## src/rtl/arith_pkg.sv

```systemverilog
// Shared arithmetic definitions: divider state encoding and default operand width.
package arith_pkg;

  localparam logic [1:0] ST_IDLE = 2'd0;
  localparam logic [1:0] ST_RUN  = 2'd1;
  localparam logic [1:0] ST_DONE = 2'd2;

  localparam int DIV_WIDTH_DEFAULT = 4;

  typedef enum logic [1:0] {
    S_IDLE = ST_IDLE,
    S_RUN  = ST_RUN,
    S_DONE = ST_DONE
  } div_state_t;

endpackage

```

## src/rtl/trial_sub.sv

```systemverilog
// Combinational W-bit subtract a - b, built as a + ~b + 1 on a ripple-carry chain.
module trial_sub #(
  parameter int W = 5
) (
  input  logic [W-1:0] a,
  input  logic [W-1:0] b,
  output logic [W-1:0] diff,
  output logic         borrow
);

  logic [W-1:0] w_b_n;
  logic [W:0]   w_carry;

  assign w_b_n      = ~b;
  assign w_carry[0] = 1'b1;

  for (genvar gi = 0; gi < W; gi++) begin : g_rca
    assign diff[gi]       = a[gi] ^ w_b_n[gi] ^ w_carry[gi];
    assign w_carry[gi+1]  = (a[gi] & w_b_n[gi]) | (w_carry[gi] & (a[gi] ^ w_b_n[gi]));
  end

  // A missing carry-out of the inverted-operand add means a < b.
  assign borrow = ~w_carry[W];

endmodule

```

## src/rtl/restoring_divider.sv

```systemverilog
// Multi-cycle unsigned restoring divider with start/busy/done handshake;
// one quotient bit per clock, results held until the next accepted start.
module restoring_divider
  import arith_pkg::*;
#(
  parameter int WIDTH = DIV_WIDTH_DEFAULT
) (
  input  logic             clk,
  input  logic             rst_n,
  input  logic             start,
  input  logic [WIDTH-1:0] dividend,
  input  logic [WIDTH-1:0] divisor,
  output logic             busy,
  output logic             done,
  output logic [WIDTH-1:0] quotient,
  output logic [WIDTH-1:0] remainder,
  output logic             div_by_zero
);

  localparam int CNT_W = $clog2(WIDTH) + 1;

  div_state_t       r_state;
  div_state_t       w_state_next;
  logic [WIDTH:0]   r_r;
  logic [WIDTH-1:0] r_q;
  logic [WIDTH-1:0] r_d;
  logic [CNT_W-1:0] r_cnt;
  logic [WIDTH-1:0] r_quotient;
  logic [WIDTH-1:0] r_remainder;
  logic             r_dbz;

  logic [WIDTH:0]   w_rs;
  logic [WIDTH:0]   w_t;
  logic             w_borrow;
  logic [WIDTH:0]   w_r_next;
  logic [WIDTH-1:0] w_q_next;
  logic             w_last;
  logic             w_div0;
  logic             w_busy;
  logic             w_done;
  logic             w_unused;

  // Shift the next dividend bit into the partial remainder and try the subtract.
  assign w_rs = {r_r[WIDTH-1:0], r_q[WIDTH-1]};

  trial_sub #(.W(WIDTH + 1)) u_trial_sub (
    .a      (w_rs),
    .b      ({1'b0, r_d}),
    .diff   (w_t),
    .borrow (w_borrow)
  );

  assign w_r_next = w_borrow ? w_rs : w_t;
  assign w_q_next = {r_q[WIDTH-2:0], ~w_borrow};
  assign w_last   = (r_cnt == CNT_W'(WIDTH - 1));
  assign w_div0   = (divisor == '0);
  // The partial remainder never exceeds WIDTH bits, so its top bit is never consumed.
  assign w_unused = r_r[WIDTH];

  always_ff @(posedge clk or negedge rst_n) begin
    if (!rst_n) begin
      r_state <= S_IDLE;
    end else begin
      r_state <= w_state_next;
    end
  end

  always_comb begin
    w_state_next = r_state;
    w_busy       = 1'b0;
    w_done       = 1'b0;
    case (r_state)
      S_IDLE, S_DONE: begin
        w_done = (r_state == S_DONE);
        if (start) begin
          w_state_next = w_div0 ? S_DONE : S_RUN;
        end else begin
          w_state_next = S_IDLE;
        end
      end
      S_RUN: begin
        w_busy = 1'b1;
        if (w_last) begin
          w_state_next = S_DONE;
        end
      end
      default: w_state_next = S_IDLE;
    endcase
  end

  always_ff @(posedge clk or negedge rst_n) begin
    if (!rst_n) begin
      r_r         <= '0;
      r_q         <= '0;
      r_d         <= '0;
      r_cnt       <= '0;
      r_quotient  <= '0;
      r_remainder <= '0;
      r_dbz       <= 1'b0;
    end else begin
      case (r_state)
        S_IDLE, S_DONE: begin
          if (start) begin
            if (w_div0) begin
              r_quotient  <= '1;
              r_remainder <= dividend;
              r_dbz       <= 1'b1;
            end else begin
              r_q   <= dividend;
              r_r   <= '0;
              r_d   <= divisor;
              r_cnt <= '0;
            end
          end
        end
        S_RUN: begin
          r_r   <= w_r_next;
          r_q   <= w_q_next;
          r_cnt <= r_cnt + CNT_W'(1);
          if (w_last) begin
            r_quotient  <= w_q_next;
            r_remainder <= w_r_next[WIDTH-1:0];
            r_dbz       <= 1'b0;
          end
        end
        default: ;
      endcase
    end
  end

  assign busy        = w_busy;
  assign done        = w_done;
  assign quotient    = r_quotient;
  assign remainder   = r_remainder;
  assign div_by_zero = r_dbz;

endmodule

```

## config.mk

```make
export PLATFORM = sky130hd
export DESIGN_NAME = restoring_divider
export DESIGN_NICKNAME = d
export VERILOG_FILES = /design/src/rtl/arith_pkg.sv /design/src/rtl/trial_sub.sv /design/src/rtl/restoring_divider.sv
export SDC_FILE = /design/constraint.sdc
export NUM_CORES = 1
export LEC_CHECK = 0
export BUFFER_PORTS_ARGS = -buffer_cell sky130_fd_sc_hd__buf_2
export CAP_MARGIN = 20
export CORE_ASPECT_RATIO = 1.4
export CORE_MARGIN = 2
export CORE_UTILIZATION = 50
export DETAILED_ROUTE_END_ITERATION = 7
export PLACE_DENSITY = 0.72
export SETUP_SLACK_MARGIN = 0.02
export SYNTH_ARGS = -nofsm -noshare
export SYNTH_HDL_FRONTEND = slang
export SYNTH_SLANG_ARGS = --single-unit
```

## constraint.sdc

```tcl
create_clock -name clk -period 7.8 [get_ports clk]
set_clock_uncertainty 0.2 [all_clocks]
set_input_delay 0.39 -clock clk [delete_from_list [all_inputs] [get_ports clk]]
set_output_delay 0.39 -clock clk [all_outputs]
set_load 0.02 [all_outputs]
```

==> flow_summary.ini <==
[run_status]
status = complete, no violations

[clock_tree]
cts_root_buf = clkbuf_4
clk_pin_slew_worst_paths_ps = 140
htree_levels = 1
clock_path_buffers = 2
post_cts_buffers = 0
clock_sinks = 26
cts_buffers = 3
cts_resized = 0
cts_tree = done
clock_latency_ps = 320
hold_buffers = 1

[worst_setup_path]
cpPeakStageDelay_ps = 480
critPathKind = register to register
critPathLaunchType = register
worstPathRequired_ps = 7830
critPathArrivalTime_ps = 3090
critPathMaxFanout = 6
crit_slowest_cell = nor2b_1
cp-end-kind = register
cp_cell_sequence = inv_1, ha_1, inv_1, fa_1, fa_1, inv_1, fa_1, nor2b_1, mux2_2, a221oi_1
rrSetupSlack_ps = 4740

[global_route]
grt_overflow = 0
grt_first_pass_wirelength_um = 4200
grt_antenna_before_repair = 0
grt_max_degree = 27
grt.total_usage = 0.195
grt_pass1_vias = 953

[detailed_routing]
antenna_left = 0
wl_um = 2480
drc = 0
drtIter0Drc = 44
drt_pass1_iterations = 4
vias = 966
wl_per_cell_um = 14.1
avgViaCountPerCell = 5.49

[sta]
worst_pin_slew_ps = 856
slew_viol_final = 0
holdWs_ps = 111
hold_viol = 0
fmax_mhz = 327
min_period_ps = 3060
setup_tns_ps = 0
grt_setup_unrepaired = no
setup_viol = 0
setup_ws_ps = 4740
slew-limit-headroom = 0.428
min_period_over_period = 0.392

[final_layout]
antenna_cells = 0
mostFrequentLayoutCells = dfrtp_1, buf_2, nand2_1, inv_1
area_growth_pct = 13.6
fill_cells = 223
layout-drive-gt1-share = 0.218
multi_input_area_um2 = 541
mostFrequentLayoutCell = dfrtp_1
fin_nets = 160
final_area_um2 = 1450
regArea_um2 = 651

[synth]
yosysTopAreaCell = dfrtp_1
synth_cells = 123
avgSynthCellArea_um2 = 10.4
synth_cell_types = 29
synth_top_area_share = 0.508
syn_nets = 140
synthTopCellsByArea = dfrtp_1, nand2_1, fa_1
yosysWarnings = 0
ys_ff_latch = 26
syn_area_um2 = 1280
synth.yosys.seq_area_share = 0.508

[floorplanning]
die_y_um = 63.9
rows = 21
io_pins = 22
core_area_um2 = 2420
fp.dieW_um = 46.8
start_util = 0.530
design.die.area_um2 = 2990

[flow_run]
cap_violations = 0

[placement]
hpwl_um = 1850
post-place-ws_ps = 4790
io_buffers = 21
place_area_um2 = 1390
gp_congestion = 0.791

[power]
power_leakage_nw = 0.672
peakVddDrop_mv = 0.238
power_density_nw_per_um2 = 449
power_uw = 653

[worst_hold_path]
hold_class = input port to register
-- cell usage after synthesis --
cell type and instances:
nand2_1 17, a31oi_1 1, o211ai_1 4, buf_2 2, dfrtp_1 26, o21ai_0 4
a22o_1 1, and3b_1 1, a2bb2oi_1 3, mux2_2 4, ha_1 3, nor2b_1 3
or4_4 1, inv_1 13, o21ai_1 2, nor4_4 1, nor3_1 4, clkinv_1 1
nand3_1 3, clkbuf_1 4, o22ai_1 5, mux2i_1 2, nand2b_1 2, a22oi_1 2
buf_6 1, nor2_1 5, a21oi_1 1, fa_1 3, a221oi_1 4
-- worst max-delay path, delay by kind of cell, from the launching register on --
family                   cells  cell delay (ps)
buffers and inverters        3              180
adder cells (fa/ha/maj)      4             1010
multiplexers                 1              410
flip-flops                   1              410
AO/OA/AOI/OAI                1              250
AND/OR/NAND/NOR              1              480
-- kinds of logic after synthesis --
logic type                 Yosys count  share of synthesized area
and+or+nand+nor                     37                      0.149
AOI/OAI and AO/OA                   27                      0.147
DFF                                 26                      0.508
buffers and inverters               21                     0.0694
muxes                                6                     0.0508
adders and majority gates            6                     0.0763
-- state kept, by name, summed over array words and instances (netlist names) --
| register | cells |
|---|---|
| r_r | 4 |
| r_state | 2 |
| r_q | 4 |
| div_by_zero | 1 |
| r_d | 4 |
| remainder | 4 |
| quotient | 4 |
| r_cnt | 3 |
-- metal layers --
metal | track usage | routed length [um]
met3 | 0.0282 | 93
met4 | 0.0903 | 17
met2 | 0.313 | 1270
met5 | 0 | 0
met1 | 0.247 | 1100
-- where the power goes --
part           switching, mW  leakage, nW  total (mW)  internal, mW
Clock                 0.0404       0.0279      0.0924        0.0520
Sequential            0.0389        0.304       0.239         0.200
Combinational          0.188        0.340       0.321         0.133
-- path summary, 6_finish.rpt --
kind / endpoint / startpoint / depth (start not counted)
max in group asynchronous: r_d[2]$_DFFE_PN0P_ / rst_n / 2
worst min-delay path: r_q[1]$_DFFE_PN0P_ / dividend[1] / 3
worst max register to register: remainder[3]$_DFFE_PN0P_ / r_q[3]$_DFFE_PN0P_ / 10
worst min register to register: r_d[2]$_DFFE_PN0P_ / r_d[2]$_DFFE_PN0P_ / 1
worst max-delay path: remainder[3]$_DFFE_PN0P_ / r_q[3]$_DFFE_PN0P_ / 10
min in group asynchronous: quotient[3]$_DFFE_PN0P_ / rst_n / 2
-- per-stage QoR --
stage	utilization	cells
6_report	0.601	176
5_1_grt	0.601	176
4_1_cts	0.601	176
3_3_place_gp	0.576	171
3_5_place_dp	0.576	171
2_1_floorplan	-	123
-- final cells by class --
| type | instances | share of cell area |
|---|---|---|
| Tap cell | 34 | 0.0293 |
| Clock buffer | 3 | 0.0155 |
| Clock inverter | 1 | 0.0207 |
| Multi-Input combinational cell | 76 | 0.372 |
| Sequential cell | 26 | 0.448 |
| Timing Repair Buffer | 22 | 0.0792 |
| Inverter | 14 | 0.0361 |
(Power assumes the default switching activity.)
